--- src/rtl/fetch_pkg.sv ---
// fetch_pkg: types and constants shared by the instruction-fetch stage.
//   fetch_state_t : fetch FSM states (REQ, WAIT, HOLD, DRAIN)
//   NOP_INSTR     : canonical RISC-V NOP (addi x0, x0, 0) used for IF/ID bubbles
package fetch_pkg;

  typedef enum logic [1:0] {
    REQ   = 2'd0,  // request presented to instruction memory
    WAIT  = 2'd1,  // request accepted, waiting for the response
    HOLD  = 2'd2,  // response captured while decode was stalled
    DRAIN = 2'd3   // outstanding response belongs to a squashed path
  } fetch_state_t;

  localparam logic [31:0] NOP_INSTR = 32'h0000_0013;

endpackage

--- src/rtl/if_id_reg.sv ---
// if_id_reg: IF/ID pipeline register with load, flush and hold controls.
// Ports:
//   clk, rst_n             : clock, asynchronous active-low reset
//   flush                  : squash contents (NOP, invalid); overrides everything
//   load                   : capture load_instr/load_pc/load_pc_plus4 as valid
//   stall                  : keep contents when not flushing or loading
//   load_instr/pc/pc_plus4 : incoming instruction, its PC and PC+4
//   instr, pc, pc_plus4    : registered IF/ID contents
//   valid                  : IF/ID holds a real instruction
// With neither load nor stall a bubble (NOP, invalid) is inserted.
module if_id_reg
  import fetch_pkg::*;
#(
  parameter int DATA_WIDTH = 32
) (
  input  logic                  clk,
  input  logic                  rst_n,
  input  logic                  flush,
  input  logic                  load,
  input  logic                  stall,
  input  logic [DATA_WIDTH-1:0] load_instr,
  input  logic [DATA_WIDTH-1:0] load_pc,
  input  logic [DATA_WIDTH-1:0] load_pc_plus4,
  output logic [DATA_WIDTH-1:0] instr,
  output logic [DATA_WIDTH-1:0] pc,
  output logic [DATA_WIDTH-1:0] pc_plus4,
  output logic                  valid
);

  localparam logic [DATA_WIDTH-1:0] NOP_W = DATA_WIDTH'(NOP_INSTR);

  // IF/ID state: flush beats load, load beats hold, otherwise bubble.
  always_ff @(posedge clk or negedge rst_n) begin
    if (!rst_n) begin
      instr    <= NOP_W;
      pc       <= '0;
      pc_plus4 <= '0;
      valid    <= 1'b0;
    end else if (flush) begin
      // PC fields are left alone: only the instruction and valid matter
      instr <= NOP_W;
      valid <= 1'b0;
    end else if (load) begin
      instr    <= load_instr;
      pc       <= load_pc;
      pc_plus4 <= load_pc_plus4;
      valid    <= 1'b1;
    end else if (stall) begin
      instr <= instr;
      valid <= valid;
    end else begin
      instr <= NOP_W;
      valid <= 1'b0;
    end
  end

endmodule

--- src/rtl/fetch_stage.sv ---
// fetch_stage: RISC-V instruction-fetch stage.
// Owns the PC, issues one outstanding fetch at a time over a valid/ready
// request channel, buffers a response that arrives while decode is stalled
// and feeds the IF/ID register.
// Ports:
//   clk, rst_n                      : clock, asynchronous active-low reset
//   PCN, PCSrc                      : next PC from the next-PC mux, redirect strobe
//   StallD                          : decode stall from the hazard unit
//   PCF, PCPlus4F                   : current fetch PC and PC+4 (to next-PC mux)
//   imem_req_valid/ready, imem_addr : fetch request channel
//   imem_rsp_valid, imem_rsp_data   : fetch response (single-cycle pulse)
//   InstrD, PCD, PCPlus4D, ValidD   : IF/ID register outputs
module fetch_stage
  import fetch_pkg::*;
#(
  parameter int                    DATA_WIDTH = 32,
  parameter logic [DATA_WIDTH-1:0] RESET_PC   = 32'h0000_0000
) (
  input  logic                  clk,
  input  logic                  rst_n,
  input  logic [DATA_WIDTH-1:0] PCN,
  input  logic                  PCSrc,
  input  logic                  StallD,
  output logic [DATA_WIDTH-1:0] PCF,
  output logic [DATA_WIDTH-1:0] PCPlus4F,
  output logic                  imem_req_valid,
  input  logic                  imem_req_ready,
  output logic [DATA_WIDTH-1:0] imem_addr,
  input  logic                  imem_rsp_valid,
  input  logic [DATA_WIDTH-1:0] imem_rsp_data,
  output logic [DATA_WIDTH-1:0] InstrD,
  output logic [DATA_WIDTH-1:0] PCD,
  output logic [DATA_WIDTH-1:0] PCPlus4D,
  output logic                  ValidD
);

  localparam logic [DATA_WIDTH-1:0] NOP_W = DATA_WIDTH'(NOP_INSTR);
  localparam logic [DATA_WIDTH-1:0] FOUR  = DATA_WIDTH'(32'd4);

  fetch_state_t          state_r;
  fetch_state_t          state_nxt_s;
  logic [DATA_WIDTH-1:0] pc_r;
  logic [DATA_WIDTH-1:0] pc_nxt_s;
  logic [DATA_WIDTH-1:0] pc_plus4_s;
  logic [DATA_WIDTH-1:0] hold_buf_r;
  logic                  hold_wr_s;
  logic                  load_s;
  logic [DATA_WIDTH-1:0] load_instr_s;

  // Wraps modulo 2^DATA_WIDTH by construction.
  assign pc_plus4_s     = pc_r + FOUR;
  assign PCF            = pc_r;
  assign PCPlus4F       = pc_plus4_s;
  assign imem_addr      = pc_r;
  assign imem_req_valid = (state_r == REQ);

  // Next-state, next-PC and IF/ID load decode; redirect always has priority.
  always_comb begin
    state_nxt_s  = state_r;
    pc_nxt_s     = pc_r;
    load_s       = 1'b0;
    load_instr_s = imem_rsp_data;
    hold_wr_s    = 1'b0;
    case (state_r)
      REQ: begin
        if (PCSrc) begin
          pc_nxt_s = PCN;
          // an accepted request now fetches a dead path: its response must be drained
          if (imem_req_ready) begin
            state_nxt_s = DRAIN;
          end else begin
            state_nxt_s = REQ;
          end
        end else if (imem_req_ready) begin
          state_nxt_s = WAIT;
        end else begin
          state_nxt_s = REQ;
        end
      end
      WAIT: begin
        if (PCSrc) begin
          pc_nxt_s = PCN;
          if (imem_rsp_valid) begin
            state_nxt_s = REQ;
          end else begin
            state_nxt_s = DRAIN;
          end
        end else if (imem_rsp_valid) begin
          if (!StallD) begin
            load_s      = 1'b1;
            pc_nxt_s    = PCN;
            state_nxt_s = REQ;
          end else begin
            // PCF stays put so it still names the buffered instruction
            hold_wr_s   = 1'b1;
            state_nxt_s = HOLD;
          end
        end else begin
          state_nxt_s = WAIT;
        end
      end
      HOLD: begin
        if (PCSrc) begin
          pc_nxt_s    = PCN;
          state_nxt_s = REQ;
        end else if (!StallD) begin
          load_s       = 1'b1;
          load_instr_s = hold_buf_r;
          pc_nxt_s     = PCN;
          state_nxt_s  = REQ;
        end else begin
          state_nxt_s = HOLD;
        end
      end
      DRAIN: begin
        if (PCSrc) begin
          pc_nxt_s = PCN;
          // a stale response in the same cycle still completes the drain
          if (imem_rsp_valid) begin
            state_nxt_s = REQ;
          end else begin
            state_nxt_s = DRAIN;
          end
        end else if (imem_rsp_valid) begin
          state_nxt_s = REQ;
        end else begin
          state_nxt_s = DRAIN;
        end
      end
      default: begin
        state_nxt_s = REQ;
        pc_nxt_s    = pc_r;
      end
    endcase
  end

  // FSM state and program counter.
  always_ff @(posedge clk or negedge rst_n) begin
    if (!rst_n) begin
      state_r <= REQ;
      pc_r    <= RESET_PC;
    end else begin
      state_r <= state_nxt_s;
      pc_r    <= pc_nxt_s;
    end
  end

  // Hold buffer: captures a response that arrived while decode was stalled.
  always_ff @(posedge clk or negedge rst_n) begin
    if (!rst_n) begin
      hold_buf_r <= NOP_W;
    end else if (hold_wr_s) begin
      hold_buf_r <= imem_rsp_data;
    end else begin
      hold_buf_r <= hold_buf_r;
    end
  end

  // PC fields come from PCF both for a direct load and for a HOLD load,
  // since PCF does not move while an instruction is buffered.
  if_id_reg #(
    .DATA_WIDTH(DATA_WIDTH)
  ) u_if_id (
    .clk          (clk),
    .rst_n        (rst_n),
    .flush        (PCSrc),
    .load         (load_s),
    .stall        (StallD),
    .load_instr   (load_instr_s),
    .load_pc      (pc_r),
    .load_pc_plus4(pc_plus4_s),
    .instr        (InstrD),
    .pc           (PCD),
    .pc_plus4     (PCPlus4D),
    .valid        (ValidD)
  );

endmodule
--- config.mk ---
export PLATFORM = sky130hd
export DESIGN_NAME = fetch_stage
export DESIGN_NICKNAME = d
export VERILOG_FILES = /design/src/rtl/fetch_pkg.sv /design/src/rtl/if_id_reg.sv /design/src/rtl/fetch_stage.sv
export SDC_FILE = /design/constraint.sdc
export NUM_CORES = 1
export LEC_CHECK = 0
export ABC_AREA = 1
export BUFFER_PORTS_ARGS = -buffer_cell sky130_fd_sc_hd__buf_2
export CORE_MARGIN = 2
export CORE_UTILIZATION = 30
export DETAILED_ROUTE_END_ITERATION = 12
export GPL_TIMING_DRIVEN = 0
export PLACE_DENSITY_LB_ADDON = 0.08
export SLEW_MARGIN = 20
export SYNTH_ARGS = -nofsm -noshare
export SYNTH_HDL_FRONTEND = slang
export SYNTH_HIERARCHICAL = 1
export SYNTH_SLANG_ARGS = --single-unit
--- constraint.sdc ---
create_clock -name clk -period 1.9 [get_ports clk]
set_input_delay 0.19 -clock clk [delete_from_list [all_inputs] [get_ports clk]]
set_output_delay 0.19 -clock clk [all_outputs]
set_load 0.005 [all_outputs]
==> key figures, run 1 <==
Outcome
  – Outcome: finished, violations left
  – Failing checks: setup timing

Worst setup path
  – Delay-heaviest family, CP: simple AND/OR/NAND/NOR gates
  – CP max-delay cell: dfrtp_2
  – Cell Chain, Critical Path: ha_4 -> nand2_4 -> nor2_4 -> nand2_4 -> nor2_4 -> nand2_2 -> nand2_2 -> nand2_2 -> buf_2
  – Crit. End Element: output pin
  – CP max FO: 5
  – Buffers & Inverters on Critical Path: 1
  – Critical path class: register to output pin
  – Slowest cell delay on critical path: 420 ps
  – CP dominant cell by count: nand2_2
  – CP arrival: 1910 ps
  – CP Launch Type: register
  – Worst EP required: between 1500 and 2000 ps

Final layout
  – Layout cells sized above 1: 0.386
  – Non-Filler Instances: about 1700
  – Nets: approximately 1400
  – Final Core Density: 0.438
  – ANT cells: 0
  – P&R area growth vs syn: 44.5%
  – Final-layout fill cell count: about 2700

GRT
  – GR Overflow Total: 0
  – Largest net degree at the start of global routing: between 80 and 90
  – GRT Util Overall: 0.195
  – Initial antenna violation count: 0
  – First-pass GRT wire length: between 40000 and 50000 microns
  – Vias in the first global route: approximately 7500

Yosys
  – Post-Syn Area: slightly below 8000 sq um
  – Flop and latch count out of synthesis: between 150 and 200
  – Post-synthesis cell count: 987
  – Sequential area share after synthesis: 0.520
  – Average cell area after synthesis: 7.96 sq um
  – Post-Synthesis Net Count: roughly 1100
  – YS warnings: 6
  – Synth cell types: 26

Die
  – I/O pin count: 264
  – Die height: ~170 microns
  – Rows: 59
  – Chip width: about 170 microns
  – Initial Utilization: 0.303
  – DIE AREA: ~28000 sq um
  – Core ar.: between 20000 and 30000 sq um

STA
  – Final worst slack: -197 ps
  – RSZ-0062 raised after global routing: yes
  – Clk_skew: 13.3 ps
  – Setup TNS Final: -2720 ps
  – Final hold violations: 0
  – Actual slew at the worst max-slew pin: around 640 ps
  – Fmax: about 480 MHz
  – Pins over their slew limit: 0
  – Min Hold Slack: around 30 ps
  – Min Clock Period, post-route: between 2000 and 2500 ps
  – Tcrit/Tclk final: 1.10
  – Final setup vio count: 24
  – Slew margin rel.: 0.576

CTS
  – H-Tree Depth: 4
  – Clock Tree Buf Depth: 2
  – Clk sinks: roughly 160
  – Root buffer cell: clkbuf_16
  – CTS tree: done
  – TritonCTS Buffers: 17
  – Clock-pin slew on the worst setup and hold paths: ~70 ps
  – Worst-skew pair later-pin latency: around 430 ps

Detailed routing
  – 1st-iter DRT viols: 429
  – Via count: 7517
  – TritonRoute pass-1 iters: 5
  – Routed Antenna Nets: 0
  – WL/cell: around 16 microns
  – Post-route DRC violation count: 0
  – Via density: 4.40
  – Total wire length: between 20000 and 30000 microns

Power
  – VDD IR max: 0.649 mV
  – Static leakage: between 6 and 7 nW
  – PD cells: around 1200 nW/um^2

Job
  – Max_cap viols: 0

Placement
  – Pre-CTS WS: -413 ps
  – Cells after DPL: about 1600
  – Port Buf Inserts: ~260
  – RePlAce Congestion: approximately 0.8
  – DP Wirelength: around 19000 microns

Worst hold path
  – HP Class: input port to register
logic make-up (layout without fill, tap and decap cells):
| kind of cell | count (synthesis) | count (layout) | share of synthesized area |
|---|---|---|---|
| AND/OR/NAND/NOR | 570 | 570 | 0.306 |
| XOR/XNOR | 15 | 15 | 0.0177 |
| AO/OA/AOI/OAI | 86 | 86 | 0.0554 |
| flip-flops | 163 | 163 | 0.520 |
| adder cells (fa/ha/maj) | 5 | 5 | 0.00796 |
| buffers and inverters | 148 | 535 | 0.0933 |
worst min-delay path, stage by stage:
cell and delay [ps]:
buf_2 100, inv_1 60, o21ai_0 90
flip-flops by register name (all words and copies together) (netlist names):
register and count:
PCF 32, hold_buf_r 32, u_if_id/instr 32, u_if_id/pc 32, u_if_id/pc_plus4 32, state_r 2
u_if_id/valid 1
worst paths after layout:
check                      cells after the start                        startpoint                          endpoint  slack [ps]
min in group asynchronous                      2                             rst_n     u_if_id/instr[20]$_DFFE_PN0P_         320
max                                            9                PCF[2]$_DFFE_PN0P_                      PCPlus4F[26]        -200
max reg2reg                                   12                PCF[3]$_DFFE_PN0P_  u_if_id/pc_plus4[31]$_DFFE_PN0P_         110
min reg2reg                                    2  u_if_id/pc_plus4[28]$_DFFE_PN0P_  u_if_id/pc_plus4[28]$_DFFE_PN0P_         480
max in group asynchronous                      3                             rst_n               PCF[16]$_DFFE_PN0P_         690
min                                            3                  imem_rsp_data[4]         hold_buf_r[4]$_DFFE_PN1P_          30
cells in the mapped netlist:
| cell | number | area (sq um) |
|---|---|---|
| a21oi_1 | 32 | 160 |
| nand2_4 | 3 | 33.8 |
| nor2_8 | 4 | 80.1 |
| nor2_1 | 62 | 233 |
| nor2_4 | 5 | 56.3 |
| nand2_2 | 5 | 31.3 |
| nand3_2 | 1 | 10.0 |
| o21ai_0 | 46 | 230 |
| o21ai_1 | 6 | 30.0 |
| xor2_1 | 14 | 123 |
| ha_1 | 5 | 62.6 |
| nand3_1 | 66 | 330 |
| dfrtp_1 | 157 | 3930 |
| xor2_2 | 1 | 16.3 |
| nand4_1 | 1 | 6.26 |
| o211ai_1 | 2 | 15.0 |
| clkbuf_1 | 15 | 56.3 |
| nor2_2 | 4 | 25.0 |
| inv_1 | 66 | 248 |
| dfstp_2 | 6 | 158 |
| buf_4 | 40 | 300 |
| nand2_1 | 415 | 1560 |
| and2_1 | 3 | 18.8 |
| buf_2 | 22 | 110 |
| nand2_8 | 1 | 20.0 |
| inv_2 | 5 | 18.8 |
power by group:
group / switching, W / internal (W) / total [W]
clock network: 0.00161 / 0.00172 / 0.00333
logic: 0.00267 / 0.00247 / 0.00514
registers: 0.000806 / 0.00466 / 0.00547
total: 0.00508 / 0.00885 / 0.0139
what timing repair did:
action                                  4_1_cts  5_1_grt
hold buffers                                 33        0
pin swaps                                    22       27
setup buffers                                41       18
resized for setup                            88       48
endpoints found under the setup margin      123      156
hold endpoints to repair                    103        0
final cells by class:
type | instances | area [sq um] | share of cell area
tap | 335 | 419 | 0.0369
multi-input combinational | 676 | 3280 | 0.289
sequential | 163 | 4120 | 0.363
clock buffer | 18 | 429 | 0.0378
buffer | 77 | 563 | 0.0496
timing repair buffer | 355 | 2160 | 0.190
inverter | 71 | 269 | 0.0237
clock inverter | 14 | 121 | 0.0107
stage by stage:
| stage | total power, W | instance area (sq um) |
|---|---|---|
| after floorplan | 0.00768 | 7860 |
| after global placement | 0.00984 | 9590 |
| after detailed placement | 0.00989 | 9630 |
| after CTS | 0.0139 | 11100 |
| after global routing | 0.0149 | 11400 |
| final | 0.0139 | 11400 |
routing by layer:
layer	GRT usage	routed length [microns]	up-vias
li1	-	-	3752
met1	0.255	12100	3557
met2	0.328	13100	198
met3	0.0486	1410	10
met4	0.0382	148	0
met5	0	0	-
layout by cell type, fill, tap and decap left out, types with 2 or more instances in the layout:
cell type	count
nand2_2	24
nand3_1	63
nand2_1	394
inv_1	65
buf_2	268
o21ai_1	6
clkinv_4	2
clkbuf_2	4
clkinv_2	2
buf_6	13
inv_2	5
o21ai_0	46
xor2_2	13
clkbuf_1	10
nor2_8	4
clkbuf_16	17
nand2_4	5
nand3_2	4
buf_8	4
dlygate4sd3_1	33
inv_8	4
clkinvlp_4	3
dfrtp_1	131
xor2_1	2
dfstp_2	6
nor2_4	11
and2_1	2
buf_4	98
o211ai_1	2
a21oi_1	32
nor2_1	52
ha_1	4
nor2_2	8
dfrtp_2	26
inv_6	3
Power figures use the tool's default switching activity.
==> run 2: changes to the inputs <==
- PLACE_DENSITY: unset -> 0.59
- PLACE_DENSITY_LB_ADDON: 0.08 -> unset
==> run 2 against run 1 <==
Effect of this change:
- count of clock-buffer cells in the layout did not move
- the flow still finishes with violations (setup timing)
- sequential power up 0.9%
- sequential cell count is the same
- critical endpoint unchanged
==> key figures, run 2 (synthesized netlist as in run 1, its figures left out) <==
Outcome
  – Failing checks: setup timing
  – Outcome: finished, violations left

CTS
  – CTS tree: done
  – Clk sinks: 163
  – Root buffer cell: clkbuf_16
  – TritonCTS Buffers: 17
  – Worst-skew pair later-pin latency: 420 ps
  – Clock Tree Buf Depth: 2
  – Clock-pin slew on the worst setup and hold paths: 70 ps
  – H-Tree Depth: 4

Job
  – Max_cap viols: 0

Detailed routing
  – 1st-iter DRT viols: a little over 500
  – WL/cell: between 15 and 20 microns
  – TritonRoute pass-1 iters: 5
  – Via density: between 4 and 5
  – Total wire length: ~27000 microns
  – Post-route DRC violation count: 0
  – Routed Antenna Nets: 0
  – Via count: around 7700

Die
  – Die height: roughly 170 microns
  – Chip width: between 150 and 200 microns
  – Initial Utilization: 0.303
  – I/O pin count: 264
  – Core ar.: approximately 26000 sq um
  – Rows: 59
  – DIE AREA: 27500 sq um

Placement
  – DP Wirelength: around 19000 microns
  – Pre-CTS WS: -345 ps
  – Port Buf Inserts: about 260
  – DP Area: roughly 9600 sq um
  – Cells after DPL: ~1600
  – RePlAce Congestion: between 0.8 and 0.9

Worst setup path
  – CP arrival: approximately 1900 ps
  – CP max FO: 6
  – CP Launch Type: register
  – Critical path class: register to output pin
  – Crit. End Element: output pin
  – Worst EP required: 1710 ps

Worst hold path
  – HP Class: input port to register

STA
  – Clk_skew: 9.54 ps
  – Min Clock Period, post-route: ~2000 ps
  – Fmax: ~500 MHz
  – RSZ-0062 raised after global routing: yes
  – Final hold violations: 0
  – Setup TNS Final: -2110 ps
  – Pins over their slew limit: 0
  – Final worst slack: -148 ps
  – Slew margin rel.: 0.560
  – Final setup vio count: 23
  – Tcrit/Tclk final: 1.08
  – Actual slew at the worst max-slew pin: around 660 ps

Final layout
  – Final-layout fill cell count: about 2600
  – Nets: between 1000 and 1500
  – P&R area growth vs syn: 44.9%
  – Non-Filler Instances: roughly 1700
  – Commonest non-fill, non-tap cell in the layout: nand2_1
  – ANT cells: 0
  – Layout cells sized above 1: 0.383
  – Most frequent cells in the layout: 390 x nand2_1, 266 x buf_2, 129 x dfrtp_1
  – Design Area, Final: approximately 11000 sq um

Power
  – Tot Pwr: roughly 0.014 W
  – VDD IR max: between 0.6 and 0.7 mV
  – PD cells: ~1300 nW/um^2
  – Static leakage: between 6 and 7 nW

GRT
  – Met1 usage: 0.255
  – GR peak layer: met2
  – Vias in the first global route: about 7400
  – GRT met3 Usage: 0.0469
  – First-pass GRT wire length: around 42000 microns
  – Met2 Use GR: 0.312
  – GR Overflow Total: 0
  – GRT Util Overall: 0.193
  – Initial antenna violation count: 0
  – Largest net degree at the start of global routing: just over 80
==> run 2: changes by cell type in the layout (fill, tap and decap cells not counted), sizes merged <==
| cell | change |
|---|---|
| buf | -12 |
| bufinv | +4 |
| clkinv | -3 |
| inv | -3 |
| clkbuf | +1 |
| clkinvlp | +1 |
| dlygate4sd3 | +1 |
==> run 2: cell type report <==
class                   instances  area (sq um)  share of cell area
clock buffers                  18           439              0.0386
repair buffers                345          2090               0.183
well taps                     335           419              0.0368
plain buffers                  77           539              0.0474
inverters                      71           267              0.0234
flip-flops and latches        163          4120               0.362
clock inverters                13           196              0.0173
multi-input cells             676          3320               0.291
==> run 2: power by group <==
group	switching, W	internal, W	total (W)
Sequential	0.000853	0.00467	0.00552
Clock	0.00155	0.00226	0.00381
Combinational	0.00267	0.00242	0.00510
Total	0.00508	0.00935	0.0144
==> run 2: critical path: stages (launching register included) <==
cell and delay [ps]:
dfrtp_2 440, nand2_1 160, nor2_2 190, nand2_4 120, nor2_4 180, nand2_1 90
nand2_2 60, nand2_2 60, buf_2 120
==> run 2: worst paths after layout <==
check / end / cells after the start / start / slack (ps)
max: PCPlus4F[26] / 8 / PCF[7]$_DFFE_PN0P_ / -150
min: hold_buf_r[0]$_DFFE_PN1P_ / 3 / imem_rsp_data[0] / 30
max reg2reg: u_if_id/instr[9]$_DFFE_PN0P_ / 11 / state_r[1]$_DFF_PN0_ / 110
min reg2reg: u_if_id/pc[0]$_DFFE_PN0P_ / 2 / u_if_id/pc[0]$_DFFE_PN0P_ / 480
max in group asynchronous: PCF[27]$_DFFE_PN0P_ / 3 / rst_n / 640
min in group asynchronous: u_if_id/instr[14]$_DFFE_PN0P_ / 2 / rst_n / 350
==> run 2: metrics by stage <==
stage                     hold WS [ps]  utilization
after CTS                         11.4        0.427
after global routing              22.2        0.439
after detailed placement           237        0.372
after global placement             388        0.370
after floorplan                   -106            -
final                             33.0        0.439
==> run 2: layer usage <==
layer	part of all wire	vias to the layer above	wire length [microns]
li1	-	3732	-
met1	0.44	3610	11900
met2	0.47	300	12600
met3	0.064	32	1730
met4	0.024	0	631
met5	0	-	0
==> run 2: timing repair <==
item                                   4_1_cts  5_1_grt
hold buffers                                34        0
setup buffers                               33       15
setup endpoints to repair                  120      146
endpoints found under the hold margin      114        0
gates resized for setup                     74       59
pin swaps                                   21       26
==> run 3: changes to the inputs <==
- PLACE_DENSITY: 0.59 -> 0.6
- SYNTH_HIERARCHICAL: 1 -> unset
==> run 3 against run 2 <==
Effect of this change:
- the run still ends with setup timing left
- combinational power grew 2%
- non-clock buffer count shrank 15
- total power is 1.6% higher
- critical endpoint unchanged
==> key figures, run 3 <==
Final layout
  – Design Area, Final: roughly 11000 sq um
  – Most frequent cells in the layout: 275 x nand2_1, 266 x buf_2, 135 x dfrtp_1
  – ANT cells: 0
  – Final-layout fill cell count: approximately 2400
  – Commonest non-fill, non-tap cell in the layout: nand2_1
  – P&R area growth vs syn: 44.4%
  – Layout cells sized above 1: 0.389
  – Nets: approximately 1300
  – Non-Filler Instances: 1571

STA
  – Pins over their slew limit: 0
  – Final hold violations: 0
  – Final worst slack: -250 ps
  – Final setup vio count: 27
  – Actual slew at the worst max-slew pin: ~660 ps
  – Fmax: approximately 470 MHz
  – Slew margin rel.: 0.562
  – Tcrit/Tclk final: 1.13
  – Setup TNS Final: -4180 ps
  – Min Clock Period, post-route: 2150 ps
  – RSZ-0062 raised after global routing: yes
  – Clk_skew: approximately 10 ps

Yosys
  – Top cell type by total area after synthesis: dfrtp_1
  – EDFF count, synth: 0
  – Post-Syn Area: roughly 7500 sq um
  – Top cell type's share of synthesized area: 0.517
  – Flop and latch count out of synthesis: roughly 160
  – Top cells by count, synth: 291 x nand2_1, 155 x dfrtp_1, 122 x o21ai_0
  – Post-synthesis cell count: just under 900
  – Post-Synthesis Net Count: ~960
  – Synth cell types: 24
  – Async S/R FF share, synth: 1.00
  – Average cell area after synthesis: about 8.5 sq um
  – Sequential area share after synthesis: 0.538
  – Synth area leaders: dfrtp_1 52%, nand2_1 15%, o21ai_0 8.1%
  – YS warnings: 0
  – Ys flop type: dfrtp_1
  – Most numerous cell in the Yosys netlist: nand2_1

Die
  – Initial Utilization: 0.307
  – I/O pin count: approximately 260
  – Rows: 57
  – Core ar.: around 24000 sq um
  – Chip width: between 150 and 200 microns
  – Die height: between 150 and 200 microns
  – DIE AREA: 26300 sq um

Worst setup path
  – Critical path class: register to output pin
  – CP arrival: between 1500 and 2000 ps
  – Crit. End Element: output pin
  – CP Launch Type: register
  – CP max FO: 5
  – Worst EP required: around 1700 ps

Placement
  – DP Area: slightly above 9000 sq um
  – Port Buf Inserts: between 200 and 300
  – Pre-CTS WS: -203 ps
  – DP Wirelength: 18200 microns
  – RePlAce Congestion: around 0.82
  – Cells after DPL: approximately 1500

Detailed routing
  – Post-route DRC violation count: 0
  – 1st-iter DRT viols: about 420
  – TritonRoute pass-1 iters: 5
  – Via density: 4.47
  – WL/cell: 15.8 microns
  – Total wire length: about 25000 microns
  – Routed Antenna Nets: 0
  – Via count: 7027

GRT
  – Vias in the first global route: roughly 7000
  – Initial antenna violation count: 0
  – First-pass GRT wire length: 38800 microns
  – GRT Util Overall: 0.192
  – GR Overflow Total: 0
  – Largest net degree at the start of global routing: 84

CTS
  – CTS tree: done
  – Worst-skew pair later-pin latency: between 400 and 500 ps
  – Clock Tree Buf Depth: 2
  – Clock-pin slew on the worst setup and hold paths: around 70 ps
  – Root buffer cell: clkbuf_16
  – TritonCTS Buffers: 17
  – Clk sinks: between 150 and 200
  – H-Tree Depth: 4

Outcome
  – Failing checks: setup timing
  – Outcome: finished, violations left

Worst hold path
  – HP Class: input port to register

Job
  – Max_cap viols: 0

Power
  – Static leakage: 5.85 nW
  – VDD IR max: between 0.6 and 0.7 mV
  – PD cells: between 1000 and 1500 nW/um^2
run 3: changes by cell type after synthesis, sizes merged, moves of 3 or more:
cell / previous run / this run
inv: 71 / 82
nand2: 424 / 295
a21oi: 32 / 21
nand3: 67 / 21
nor2: 75 / 60
o21ai: 52 / 123
a22o: 0 / 18
and2: 3 / 6
buf: 62 / 48
clkbuf: 15 / 25
run 3: final timing paths:
| check | from | end | slack, ps | cells after the start |
|---|---|---|---|---|
| setup / recovery | PCF[2]$_DFFE_PN0P_ | PCPlus4F[26] | -250 | 9 |
| hold / removal | imem_rsp_data[1] | hold_buf_r[1]$_DFFE_PN1P_ | 20 | 3 |
| setup reg to reg | PCF[3]$_DFFE_PN0P_ | u_if_id.pc_plus4[15]$_DFFE_PN0P_ | -60 | 14 |
| hold reg to reg | u_if_id.pc_plus4[4]$_DFFE_PN0P_ | u_if_id.pc_plus4[4]$_DFFE_PN0P_ | 470 | 2 |
| max in group asynchronous | rst_n | PCF[5]$_DFFE_PN0P_ | 700 | 3 |
| min in group asynchronous | rst_n | hold_buf_r[25]$_DFFE_PN0P_ | 350 | 2 |
run 3: cell families after synthesis:
logic type               Yosys count  synth area share
AND/OR/NAND/NOR                  382             0.212
AO/OA/AOI/OAI                    163             0.118
flip-flops                       161             0.538
buffers and inverters            155            0.0976
XOR/XNOR                          15            0.0255
adder cells (fa/ha/maj)            5           0.00834
run 3: metrics by stage:
stage	hold WS [ps]	total power, W	utilization
6_report	21.4	0.0146	0.443
2_1_floorplan	-106	0.00791	-
5_1_grt	19.8	0.0157	0.443
3_5_place_dp	241	0.0104	0.378
3_3_place_gp	400	0.0103	0.377
4_1_cts	5.15	0.0146	0.435
run 3: where the power goes:
part | switching (W) | internal [W]
Combinational | 0.00276 | 0.00243
Sequential | 0.000880 | 0.00473
Clock | 0.00160 | 0.00225
run 3: what timing repair did:
item | CTS | global route
setup endpoints to repair | 82 | 136
setup buffers | 27 | 10
resized for setup | 56 | 50
endpoints found under the hold margin | 108 | 0
pin swaps | 25 | 17
hold buffers | 33 | 0
run 3: worst max-delay path: stages (launching register included):
cell	delay, ps
dfrtp_2	420
ha_4	170
nand2_4	60
nor2_4	140
nand2_4	120
nor2_4	210
nand2_1	80
nand2_1	90
and2_1	120
buf_2	110
run 3: layout make-up:
cell class	count	area, sq um	share of cell area
repair buffers	334	2050	0.189
clock inverters	15	216	0.0200
well taps	324	405	0.0374
flip-flops and latches	161	4060	0.375
inverters	82	308	0.0284
plain buffers	73	450	0.0416
multi-input cells	565	2920	0.269
clock buffers	17	425	0.0393
run 3: layer usage:
metal / part of all wire / global-route usage
met1: 0.44 / 0.248
met2: 0.48 / 0.319
met3: 0.061 / 0.0470
met4: 0.019 / 0.0567
met5: 0 / 0
